[config.mk]
export PLATFORM = sky130hd
export DESIGN_NAME = timer_controller
export DESIGN_NICKNAME = d
export VERILOG_FILES = /design/src/rtl/timer_controller.sv
export SDC_FILE = /design/constraint.sdc
export NUM_CORES = 1
export LEC_CHECK = 0
export CAP_MARGIN = 20
export CORE_MARGIN = 8
export CORE_UTILIZATION = 58
export CTS_BUF_LIST = sky130_fd_sc_hd__clkbuf_8 sky130_fd_sc_hd__clkbuf_16
export DETAILED_ROUTE_END_ITERATION = 16
export GPL_ROUTABILITY_DRIVEN = 0
export PLACE_DENSITY_LB_ADDON = 0.12
export REMOVE_ABC_BUFFERS = 1
export SYNTH_ARGS = -nofsm -noshare
export SYNTH_HDL_FRONTEND = slang
export SYNTH_SLANG_ARGS = --single-unit
[constraint.sdc]
create_clock -name clk -period 4.37 [get_ports clk]
set_clock_uncertainty 0.05 [all_clocks]
set_input_delay 1.311 -clock clk [delete_from_list [all_inputs] [get_ports clk]]
set_output_delay 1.311 -clock clk [all_outputs]
set_load 0.03 [all_outputs]
[src/rtl/timer_controller.sv]
// Programmable timer channel: prescaled up/down counter with IDLE/RUN/DONE sequencing,
// compare-match pulse and sticky overflow interrupt. Optional PWM output under TIMER_CONTROLLER_PWM_EN.
module timer_controller #(
  parameter int WIDTH          = 16,
  parameter int PRESCALE_WIDTH = 8
) (
  input  logic             clk,
  input  logic             rst,
  input  logic             cfg_we,
  input  logic [1:0]       cfg_addr,
  input  logic [WIDTH-1:0] cfg_wdata,
  output logic [WIDTH-1:0] cfg_rdata,
  output logic [WIDTH-1:0] value,
  output logic             match,
  output logic             irq,
  output logic             running
`ifdef TIMER_CONTROLLER_PWM_EN
  ,
  output logic             pwm
`endif
);

  typedef enum logic [1:0] {
    ST_IDLE = 2'b00,
    ST_RUN  = 2'b01,
    ST_DONE = 2'b10
  } state_e;

  state_e                    state_q, state_d;
  logic                      en_q, en_d;
  logic                      oneshot_q, oneshot_d;
  logic                      down_q, down_d;
  logic                      irq_en_q, irq_en_d;
  logic [PRESCALE_WIDTH-1:0] prescale_q, prescale_d;
  logic [PRESCALE_WIDTH-1:0] psc_q, psc_d;
  logic [WIDTH-1:0]          top_q, top_d;
  logic [WIDTH-1:0]          compare_q, compare_d;
  logic [WIDTH-1:0]          value_q, value_d;
  logic                      match_q, match_d;
  logic                      irq_q, irq_d;

  logic ctrl_wr, stop_wr, start_wr, irq_clr, tick, ovf;

`ifdef TIMER_CONTROLLER_PWM_EN
  logic pwm_inv_q, pwm_inv_d;
  logic pwm_q, pwm_d;
`endif

  always_comb begin
    state_d    = state_q;
    en_d       = en_q;
    oneshot_d  = oneshot_q;
    down_d     = down_q;
    irq_en_d   = irq_en_q;
    prescale_d = prescale_q;
    psc_d      = psc_q;
    top_d      = top_q;
    compare_d  = compare_q;
    value_d    = value_q;
    match_d    = 1'b0;
    irq_d      = irq_q;
    ovf        = 1'b0;
`ifdef TIMER_CONTROLLER_PWM_EN
    pwm_inv_d  = pwm_inv_q;
`endif

    ctrl_wr  = cfg_we && (cfg_addr == 2'd0);
    stop_wr  = ctrl_wr && !cfg_wdata[0];
    start_wr = ctrl_wr && cfg_wdata[0] && (state_q == ST_IDLE);
    irq_clr  = ctrl_wr && cfg_wdata[4];
    tick     = (state_q == ST_RUN) && (psc_q == prescale_q);

    if (ctrl_wr) begin
      en_d      = cfg_wdata[0];
      oneshot_d = cfg_wdata[1];
      down_d    = cfg_wdata[2];
      irq_en_d  = cfg_wdata[3];
`ifdef TIMER_CONTROLLER_PWM_EN
      pwm_inv_d = cfg_wdata[7];
`endif
    end
    if (cfg_we && (cfg_addr == 2'd1)) prescale_d = cfg_wdata[PRESCALE_WIDTH-1:0];
    if (cfg_we && (cfg_addr == 2'd2)) top_d = cfg_wdata;
    if (cfg_we && (cfg_addr == 2'd3)) compare_d = cfg_wdata;

    // A disabling write wins over any tick in the same cycle; value is frozen.
    if (stop_wr) begin
      state_d = ST_IDLE;
    end else if (start_wr) begin
      state_d = ST_RUN;
      value_d = cfg_wdata[2] ? top_q : '0;
      psc_d   = '0;
    end else if (state_q == ST_RUN) begin
      if (tick) begin
        psc_d = '0;
        if (down_q) begin
          ovf = (value_q == '0);
          if (!ovf) value_d = value_q - WIDTH'(1);
        end else begin
          ovf = (value_q >= top_q);
          if (!ovf) value_d = value_q + WIDTH'(1);
        end
        if (ovf) begin
          if (oneshot_q) state_d = ST_DONE;
          else           value_d = down_q ? top_q : '0;
        end
        match_d = (value_d == compare_q);
      end else begin
        psc_d = psc_q + PRESCALE_WIDTH'(1);
      end
    end

    if (ovf && irq_en_q) irq_d = 1'b1;
    else if (irq_clr)    irq_d = 1'b0;

`ifdef TIMER_CONTROLLER_PWM_EN
    pwm_d = (state_d == ST_RUN) && ((value_d < compare_q) ^ pwm_inv_d);
`endif
  end

  always_ff @(posedge clk or negedge rst) begin
    if (!rst) begin
      state_q    <= ST_IDLE;
      en_q       <= 1'b0;
      oneshot_q  <= 1'b0;
      down_q     <= 1'b0;
      irq_en_q   <= 1'b0;
      prescale_q <= '0;
      psc_q      <= '0;
      top_q      <= '0;
      compare_q  <= '0;
      value_q    <= '0;
      match_q    <= 1'b0;
      irq_q      <= 1'b0;
    end else begin
      state_q    <= state_d;
      en_q       <= en_d;
      oneshot_q  <= oneshot_d;
      down_q     <= down_d;
      irq_en_q   <= irq_en_d;
      prescale_q <= prescale_d;
      psc_q      <= psc_d;
      top_q      <= top_d;
      compare_q  <= compare_d;
      value_q    <= value_d;
      match_q    <= match_d;
      irq_q      <= irq_d;
    end
  end

`ifdef TIMER_CONTROLLER_PWM_EN
  always_ff @(posedge clk or negedge rst) begin
    if (!rst) begin
      pwm_inv_q <= 1'b0;
      pwm_q     <= 1'b0;
    end else begin
      pwm_inv_q <= pwm_inv_d;
      pwm_q     <= pwm_d;
    end
  end
  assign pwm = pwm_q;
`endif

  // CTRL readback exposes the FSM state in [6:5]; irq_clear always reads 0.
  always_comb begin
    cfg_rdata = '0;
    case (cfg_addr)
      2'd0: begin
        cfg_rdata[0]   = en_q;
        cfg_rdata[1]   = oneshot_q;
        cfg_rdata[2]   = down_q;
        cfg_rdata[3]   = irq_en_q;
        cfg_rdata[6:5] = state_q;
`ifdef TIMER_CONTROLLER_PWM_EN
        cfg_rdata[7]   = pwm_inv_q;
`endif
      end
      2'd1:    cfg_rdata = WIDTH'(prescale_q);
      2'd2:    cfg_rdata = top_q;
      default: cfg_rdata = compare_q;
    endcase
  end

  assign value   = value_q;
  assign match   = match_q;
  assign irq     = irq_q;
  assign running = (state_q == ST_RUN);

endmodule

==> flow_summary.html, run 1 <==
<table>
<tr><th>Metric</th><th>Value</th></tr>
<tr><th colspan="2">Outcome</th></tr>
<tr><td>Run status</td><td>finished, final reports clean</td></tr>
<tr><th colspan="2">Critical path</th></tr>
<tr><td>Crit. End Element</td><td>output pin</td></tr>
<tr><td>Crit path buffers/inverters</td><td>4</td></tr>
<tr><td>Highest-delay cell along the critical path</td><td>sky130_fd_sc_hd__clkdlybuf4s50_1</td></tr>
<tr><td>Largest stage delay on the critical path</td><td>480 ps</td></tr>
<tr><td>Element type at the critical path start</td><td>input pin</td></tr>
<tr><td>Most Frequent Cell on Critical Path</td><td>sky130_fd_sc_hd__buf_4</td></tr>
<tr><td>Top cell family by delay on the critical path</td><td>buffers and inverters</td></tr>
<tr><td>CP arrival</td><td>2870 ps</td></tr>
<tr><td>Crit Path Class</td><td>input pin to output pin</td></tr>
<tr><td>Critical path data required time</td><td>3010 ps</td></tr>
<tr><td>Crit path max fanout</td><td>15</td></tr>
<tr><td>Cell breakdown of the critical path</td><td>clkdlybuf4s50_1 -&gt; buf_4 -&gt; buf_4 -&gt; nor2b_1 -&gt; a22o_1 -&gt; buf_4</td></tr>
<tr><th colspan="2">Global routing</th></tr>
<tr><td>Global-route wire length before repair</td><td>25990 um</td></tr>
<tr><td>Vias in the first global route</td><td>4871</td></tr>
<tr><td>Antenna violations before repair</td><td>0</td></tr>
<tr><td>Total GRT Usage</td><td>0.2595</td></tr>
<tr><td>GRT overflow</td><td>0</td></tr>
<tr><td>Pin count of the biggest net entering global routing</td><td>42</td></tr>
<tr><th colspan="2">Route</th></tr>
<tr><td># DRC</td><td>0</td></tr>
<tr><td>WL final</td><td>16080 um</td></tr>
<tr><td>Router iterations before antenna repair</td><td>9</td></tr>
<tr><td>Final routed wire length divided by cell count</td><td>21.73 um</td></tr>
<tr><td>Remaining antenna violation count after routing</td><td>0</td></tr>
<tr><td>Vias per Instance</td><td>6.747</td></tr>
<tr><td>DRC marker count from the first detailed-route iteration</td><td>539</td></tr>
<tr><td>Via count of the routed design</td><td>4993</td></tr>
<tr><th colspan="2">Timing</th></tr>
<tr><td>Final setup violating endpoints</td><td>0</td></tr>
<tr><td>Final clock period utilization by the worst path</td><td>0.9672</td></tr>
<tr><td>Slew Limit Fails</td><td>0</td></tr>
<tr><td>Final hold viol count</td><td>0</td></tr>
<tr><td>Setup repair after global routing missed its margin</td><td>no</td></tr>
<tr><td>Worst setup slack after layout</td><td>143.3 ps</td></tr>
<tr><td>Worst-margin pin slew</td><td>817.2 ps</td></tr>
<tr><td>Slew headroom</td><td>0.4552</td></tr>
<tr><td>Top achievable clock speed</td><td>236.6 MHz</td></tr>
<tr><td>Crit path time final</td><td>4227 ps</td></tr>
<tr><td>Sum of negative setup slack</td><td>0 ps</td></tr>
<tr><th colspan="2">Clocking</th></tr>
<tr><td>TritonCTS buffer count</td><td>9</td></tr>
<tr><td>H-tree level count</td><td>3</td></tr>
<tr><td>Post-CTS clock slew at the launch and capture registers of the worst setup and hold paths</td><td>80 ps</td></tr>
<tr><td>Maximum count of clock buffers along a single path</td><td>2</td></tr>
<tr><td>Clock latency on the worst-skew pair</td><td>360 ps</td></tr>
<tr><td>Clock sinks</td><td>72</td></tr>
<tr><td>Clock tree from TritonCTS</td><td>done</td></tr>
<tr><td>Buffer cell driving the clock tree root</td><td>sky130_fd_sc_hd__clkbuf_8</td></tr>
<tr><th colspan="2">Pwr</th></tr>
<tr><td>Combinational share of power</td><td>0.467</td></tr>
<tr><td>Internal power component</td><td>0.001847 W</td></tr>
<tr><td>Power after layout</td><td>0.003301 W</td></tr>
<tr><td>Switching power as a share of total power</td><td>0.4405</td></tr>
<tr><td>Peak supply drop</td><td>318.2 uV</td></tr>
<tr><td>Power per cell area</td><td>530.7 mW/mm2</td></tr>
<tr><td>P_leak</td><td>2.687 nW</td></tr>
<tr><td>Flop pwr share</td><td>0.334</td></tr>
<tr><td>Switching power total</td><td>0.001454 W</td></tr>
<tr><td>Part of the power in the clock network</td><td>0.198</td></tr>
<tr><th colspan="2">Yosys</th></tr>
<tr><td>Synthesized instance count</td><td>560</td></tr>
<tr><td>Proportion of synthesized chip area in sequential cells</td><td>0.3464</td></tr>
<tr><td>Number of enable-type register cells in the synthesized netlist</td><td>0</td></tr>
<tr><td>Post-synth top flop</td><td>sky130_fd_sc_hd__dfrtp_1</td></tr>
<tr><td>Yosys warnings</td><td>0</td></tr>
<tr><td>Cell area after technology mapping</td><td>0.005201 mm2</td></tr>
<tr><td>Netlist cell types</td><td>70</td></tr>
<tr><td>FFs w/ async S/R, synth</td><td>1.000</td></tr>
<tr><td>Mapped Avg Cell Area</td><td>9.288 um2</td></tr>
<tr><td>Number of flip-flops and latches in the synthesized netlist</td><td>72</td></tr>
<tr><th colspan="2">Die</th></tr>
<tr><td>Number of I/O pins</td><td>56</td></tr>
<tr><td>Die extent in y</td><td>110.7 um</td></tr>
<tr><td>Horiz. Die Dim</td><td>110.7 um</td></tr>
<tr><td>Count of standard-cell rows</td><td>34</td></tr>
<tr><td>Die outline area</td><td>0.01225 mm2</td></tr>
<tr><td>Initial standard-cell utilization of the core</td><td>0.5964</td></tr>
<tr><td>Core footprint</td><td>0.008721 mm2</td></tr>
<tr><th colspan="2">Finish</th></tr>
<tr><td>Number of fill cells</td><td>639</td></tr>
<tr><td>Antenna diodes</td><td>0</td></tr>
<tr><td>Most frequent cells in the layout</td><td>sky130_fd_sc_hd__dfrtp_1, sky130_fd_sc_hd__nand2_1, sky130_fd_sc_hd__mux2_2</td></tr>
<tr><td>Layout net count</td><td>668</td></tr>
<tr><td>Layout-stage area growth over the synthesis result</td><td>19.58%</td></tr>
<tr><td>Most common cell after layout, fill and taps aside</td><td>sky130_fd_sc_hd__dfrtp_1</td></tr>
<tr><td>Final cell utilization of the core</td><td>0.7132</td></tr>
<tr><td>Share of cells above drive strength 1</td><td>0.1962</td></tr>
<tr><td>Final standard cell count with taps included and fillers excluded</td><td>740</td></tr>
<tr><th colspan="2">Job</th></tr>
<tr><td>Maxcap violations</td><td>0</td></tr>
<tr><th colspan="2">Place</th></tr>
<tr><td>Pre-CTS setup slack</td><td>-58.24 ps</td></tr>
<tr><td>Detailed placement HPWL</td><td>12100 um</td></tr>
<tr><td>Placed cell count</td><td>724</td></tr>
<tr><td>Number of port buffers</td><td>55</td></tr>
<tr><th colspan="2">Worst hold path</th></tr>
<tr><td>Path type of the worst min-delay path</td><td>flop to flop</td></tr>
</table>
worst min-delay path: cells and delay by family, from the launching register on:
family | cells | cell delay (ps)
flip-flops | 1 | 380
AND/OR/NAND/NOR | 2 | 120
synth_stat cells (10+ instances only):
| cell type | n | area share |
|---|---|---|
| sky130_fd_sc_hd__dfrtp_1 | 72 | 0.35 |
| sky130_fd_sc_hd__nand2_1 | 57 | 0.041 |
| sky130_fd_sc_hd__mux2_2 | 40 | 0.087 |
| sky130_fd_sc_hd__nor2_1 | 35 | 0.025 |
| sky130_fd_sc_hd__inv_1 | 30 | 0.022 |
| sky130_fd_sc_hd__o21ai_0 | 30 | 0.029 |
| sky130_fd_sc_hd__a21oi_1 | 21 | 0.020 |
| sky130_fd_sc_hd__clkbuf_1 | 20 | 0.014 |
| sky130_fd_sc_hd__ha_1 | 20 | 0.048 |
| sky130_fd_sc_hd__nand3_1 | 18 | 0.017 |
| sky130_fd_sc_hd__a31oi_1 | 17 | 0.020 |
| sky130_fd_sc_hd__nor2b_1 | 17 | 0.020 |
| sky130_fd_sc_hd__xnor2_1 | 15 | 0.025 |
| sky130_fd_sc_hd__xor2_1 | 12 | 0.020 |
| sky130_fd_sc_hd__mux2i_1 | 10 | 0.019 |
| sky130_fd_sc_hd__nand4_1 | 10 | 0.012 |
cell type report:
class                      instances  area (um2)  area share
clock inverter                     7       118.9     0.01911
multi-input combinational        432        3189      0.5128
sequential                        72        1802      0.2897
timing repair buffer              82       738.2      0.1187
clock buffer                       9       123.9     0.01992
inverter                          30       112.6     0.01810
tap                              108       135.1     0.02173
per-stage QoR:
step,cell area [um2],hold slack [ps]
2_1_floorplan,5097,391.0
3_5_place_dp,5982,461.7
3_3_place_gp,5962,433.4
5_1_grt,6220,511.3
6_report,6220,478.5
4_1_cts,6220,480.6
logic make-up after synthesis:
kind of cell,Yosys count,share of synthesized area
xor+xnor,27,0.04547
simple gates,197,0.2086
mux,56,0.1318
compound gates,132,0.1780
fa+ha+maj,20,0.04811
flops,72,0.3464
buf+inv,56,0.04162
layer usage:
| metal | up-vias | part of all wire | track usage |
|---|---|---|---|
| met2 | 344 | 0.46 | 0.4018 |
| met5 | - | 0 | 0 |
| met4 | 0 | 0.028 | 0.1000 |
| met1 | 2391 | 0.41 | 0.3417 |
| li1 | 2209 | - | - |
| met3 | 49 | 0.099 | 0.06115 |
power groups by stage:
stage               clock, W  combinational (W)  sequential, W
floorplan                  0           0.000892        0.00114
global placement           0            0.00148        0.00109
detailed placement         0            0.00152        0.00110
CTS                 0.000664            0.00153        0.00109
global route        0.000695            0.00167        0.00112
finish              0.000655            0.00154        0.00110
registers in the layout, indices dropped and copies added, names as in the netlist:
name,flops
compare_q,16
top_q,16
value,16
prescale_q,8
psc_q,8
state_q,2
down_q,1
en_q,1
irq,1
irq_en_q,1
match,1
oneshot_q,1
path summary, 6_finish.rpt:
| check | from | slack [ps] | end | cells after the start |
|---|---|---|---|---|
| max | cfg_addr[0] | 140 | cfg_rdata[4] | 6 |
| min | irq_en_q$_DFFE_PN0P_ | 480 | irq_en_q$_DFFE_PN0P_ | 2 |
| max reg2reg | value[6]$_DFFE_PN0P_ | 540 | match$_DFF_PN0_ | 11 |
| min reg2reg | irq_en_q$_DFFE_PN0P_ | 480 | irq_en_q$_DFFE_PN0P_ | 2 |
| max in group asynchronous | rst | 2970 | top_q[11]$_DFFE_PN0P_ | 2 |
| min in group asynchronous | rst | 790 | prescale_q[3]$_DFFE_PN0P_ | 1 |
timing repair:
action                                  4_1_cts  5_1_grt
setup buffers                                 0        0
resized for setup                             4        0
hold buffers                                  0        0
endpoints found under the setup margin        4        0
Power figures use the tool's default switching activity.
==> run 2, diff against run 1 <==
--- a/config.mk
+++ b/config.mk
@@ -6,6 +6,7 @@
 export NUM_CORES = 1
 export LEC_CHECK = 0
 export CAP_MARGIN = 20
+export CORE_ASPECT_RATIO = 1.75
 export CORE_MARGIN = 8
 export CORE_UTILIZATION = 58
 export CTS_BUF_LIST = sky130_fd_sc_hd__clkbuf_8 sky130_fd_sc_hd__clkbuf_16
==> flow_summary.html, run 2 (synthesized netlist as in run 1, its figures left out) <==
<table>
<tr><th>Metric</th><th>Value</th></tr>
<tr><th colspan="2">Critical path</th></tr>
<tr><td>Crit path max fanout</td><td>8 (was 15)</td></tr>
<tr><td>Cell breakdown of the critical path</td><td>clkdlybuf4s50_1 -&gt; buf_4 -&gt; mux4_2 -&gt; buf_12 (was clkdlybuf4s50_1 -&gt; buf_4 -&gt; buf_4 -&gt; nor2b_1 -&gt; a22o_1 -&gt; buf_4)</td></tr>
<tr><td>Highest-delay cell along the critical path</td><td>sky130_fd_sc_hd__clkdlybuf4s50_1 (unchanged)</td></tr>
<tr><td>Crit Path Class</td><td>input pin to output pin (unchanged)</td></tr>
<tr><td>Largest stage delay on the critical path</td><td>640 ps (was 480 ps)</td></tr>
<tr><td>Crit. End Element</td><td>output pin (unchanged)</td></tr>
<tr><td>CP arrival</td><td>2890 ps (was 2870 ps)</td></tr>
<tr><td>Critical path data required time</td><td>3010 ps (about the same)</td></tr>
<tr><td>Element type at the critical path start</td><td>input pin (unchanged)</td></tr>
<tr><th colspan="2">Timing</th></tr>
<tr><td>Crit path time final</td><td>4256 ps (was 4227 ps)</td></tr>
<tr><td>Final setup violating endpoints</td><td>0 (unchanged)</td></tr>
<tr><td>Worst-margin pin slew</td><td>761.4 ps (was 817.2 ps)</td></tr>
<tr><td>Slew Limit Fails</td><td>0 (unchanged)</td></tr>
<tr><td>Final hold viol count</td><td>0 (unchanged)</td></tr>
<tr><td>Final clock period utilization by the worst path</td><td>0.9739 (was 0.9672)</td></tr>
<tr><td>Top achievable clock speed</td><td>235.0 MHz (was 236.6 MHz)</td></tr>
<tr><td>Final hold slack</td><td>425.3 ps (was 478.5 ps)</td></tr>
<tr><td>Setup repair after global routing missed its margin</td><td>no (unchanged)</td></tr>
<tr><td>Slew headroom</td><td>0.4885 (was 0.4552)</td></tr>
<tr><th colspan="2">Place</th></tr>
<tr><td>Number of port buffers</td><td>55 (unchanged)</td></tr>
<tr><td>Detailed placement HPWL</td><td>12840 um (was 12100 um)</td></tr>
<tr><th colspan="2">Global routing</th></tr>
<tr><td>Total GRT Usage</td><td>0.2881 (was 0.2595)</td></tr>
<tr><td>Vias in the first global route</td><td>5095 (was 4871)</td></tr>
<tr><td>Global-route wire length before repair</td><td>27170 um (was 25990 um)</td></tr>
<tr><td>Pin count of the biggest net entering global routing</td><td>51 (was 42)</td></tr>
<tr><td>GRT overflow</td><td>0 (unchanged)</td></tr>
<tr><td>Antenna violations before repair</td><td>0 (unchanged)</td></tr>
<tr><th colspan="2">Pwr</th></tr>
<tr><td>Power per cell area</td><td>546.6 mW/mm2 (was 530.7 mW/mm2)</td></tr>
<tr><td>Peak supply drop</td><td>381.4 uV (was 318.2 uV)</td></tr>
<tr><td>P_leak</td><td>2.729 nW (was 2.687 nW)</td></tr>
<tr><th colspan="2">Job</th></tr>
<tr><td>Maxcap violations</td><td>0 (unchanged)</td></tr>
<tr><th colspan="2">Clocking</th></tr>
<tr><td>Clock latency on the worst-skew pair</td><td>340 ps (was 360 ps)</td></tr>
<tr><td>Number of buffers inserted by hold repair at cts</td><td>0 (unchanged)</td></tr>
<tr><td>Post-CTS clock slew at the launch and capture registers of the worst setup and hold paths</td><td>60 ps (was 80 ps)</td></tr>
<tr><td>Clock tree from TritonCTS</td><td>done (unchanged)</td></tr>
<tr><td>TritonCTS buffer count</td><td>9 (unchanged)</td></tr>
<tr><td>Number of setup buffers added after CTS</td><td>0 (unchanged)</td></tr>
<tr><td>H-tree level count</td><td>3 (unchanged)</td></tr>
<tr><td>Maximum count of clock buffers along a single path</td><td>2 (unchanged)</td></tr>
<tr><td>Post-cts repair resize count</td><td>2 (was 4)</td></tr>
<tr><td>Clock sinks</td><td>72 (unchanged)</td></tr>
<tr><td>Buffer cell driving the clock tree root</td><td>sky130_fd_sc_hd__clkbuf_16 (was sky130_fd_sc_hd__clkbuf_8)</td></tr>
<tr><th colspan="2">Finish</th></tr>
<tr><td>Most frequent cells in the layout</td><td>sky130_fd_sc_hd__dfrtp_1, sky130_fd_sc_hd__nand2_1, sky130_fd_sc_hd__buf_4 (was sky130_fd_sc_hd__dfrtp_1, sky130_fd_sc_hd__nand2_1, sky130_fd_sc_hd__mux2_2)</td></tr>
<tr><td>Share of cells above drive strength 1</td><td>0.2031 (was 0.1962)</td></tr>
<tr><td>Most common cell after layout, fill and taps aside</td><td>sky130_fd_sc_hd__dfrtp_1 (unchanged)</td></tr>
<tr><td>Antenna diodes</td><td>0 (unchanged)</td></tr>
<tr><td>Final cell utilization of the core</td><td>0.7223 (was 0.7132)</td></tr>
<tr><td>Layout net count</td><td>671 (was 668)</td></tr>
<tr><td>Number of fill cells</td><td>674 (was 639)</td></tr>
<tr><td>Layout-stage area growth over the synthesis result</td><td>21.19% (was 19.58%)</td></tr>
<tr><th colspan="2">Route</th></tr>
<tr><td>Vias per Instance</td><td>6.785 (was 6.747)</td></tr>
<tr><td>WL final</td><td>17140 um (was 16080 um)</td></tr>
<tr><td># DRC</td><td>0 (unchanged)</td></tr>
<tr><td>Via count of the routed design</td><td>5102 (was 4993)</td></tr>
<tr><td>DRC marker count from the first detailed-route iteration</td><td>456 (was 539)</td></tr>
<tr><td>Remaining antenna violation count after routing</td><td>0 (unchanged)</td></tr>
<tr><td>Final routed wire length divided by cell count</td><td>22.79 um (was 21.73 um)</td></tr>
<tr><td>Router iterations before antenna repair</td><td>6 (was 9)</td></tr>
<tr><th colspan="2">Die</th></tr>
<tr><td>Die extent in y</td><td>141.3 um (was 110.7 um)</td></tr>
<tr><td>Horiz. Die Dim</td><td>87.59 um (was 110.7 um)</td></tr>
<tr><td>Count of standard-cell rows</td><td>45 (was 34)</td></tr>
<tr><td>Die outline area</td><td>0.01237 mm2 (was 0.01225 mm2)</td></tr>
<tr><td>Core footprint</td><td>0.008727 mm2 (was 0.008721 mm2)</td></tr>
<tr><td>Initial standard-cell utilization of the core</td><td>0.5960 (was 0.5964)</td></tr>
<tr><td>Number of I/O pins</td><td>56 (unchanged)</td></tr>
<tr><th colspan="2">Outcome</th></tr>
<tr><td>Run status</td><td>finished, final reports clean (unchanged)</td></tr>
<tr><th colspan="2">Worst hold path</th></tr>
<tr><td>Path type of the worst min-delay path</td><td>flop to flop (unchanged)</td></tr>
</table>
[run 2: area by class of cell]
cell class / count / area, um2 / area share
clock buffer: 9 / 225.2 / 0.03573
clock inverter: 7 / 70.07 / 0.01112
inverter: 30 / 112.6 / 0.01786
multi-input combinational: 432 / 3189 / 0.5060
sequential: 72 / 1802 / 0.2858
tap: 117 / 146.4 / 0.02322
timing repair buffer: 85 / 758.2 / 0.1203
[run 2: metrics by stage]
step           cell area [um2]  setup TNS [ps]  setup WS, ps  std cells  power [W]
6_report                  6304               0         114.1        752   0.003446
5_1_grt                   6304               0         37.58        752   0.003615
3_3_place_gp              6011          -59.53        -33.28        736   0.002628
3_5_place_dp              6011          -42.77        -38.17        736   0.002680
4_1_cts                   6304               0         104.1        752   0.003420
2_1_floorplan             5097               0         282.0        534   0.002037
[run 2: final timing paths]
check                                startpoint                         to  slack [ps]  cells after the start
max in group asynchronous                   rst         down_q$_DFFE_PN0P_        2230                      2
min reg2reg                    en_q$_DFFE_PN0P_           en_q$_DFFE_PN0P_         430                      2
max                                 cfg_addr[1]               cfg_rdata[2]         110                      4
min                            en_q$_DFFE_PN0P_           en_q$_DFFE_PN0P_         430                      2
max reg2reg                top_q[1]$_DFFE_PN0P_            match$_DFF_PN0_         540                     12
min in group asynchronous                   rst  compare_q[15]$_DFFE_PN0P_         920                      1
[run 2: routing by layer]
layer / wire length, um / global-route usage
met4: 1210 / 0.2099
met1: 5931 / 0.3080
met5: 0 / 0
met2: 8908 / 0.4968
met3: 1089 / 0.04164
[run 2: critical path: cells and delay by family]
| kind | cells | cell delay, ps |
|---|---|---|
| mux | 1 | 540 |
| buf+inv | 3 | 1040 |
[run 2: power breakdown]
group          internal (W)  switching (W)  leakage (nW)
clock network      0.000441       0.000290         0.146
logic              0.000682       0.000955          1.71
registers          0.000820       0.000258         0.869
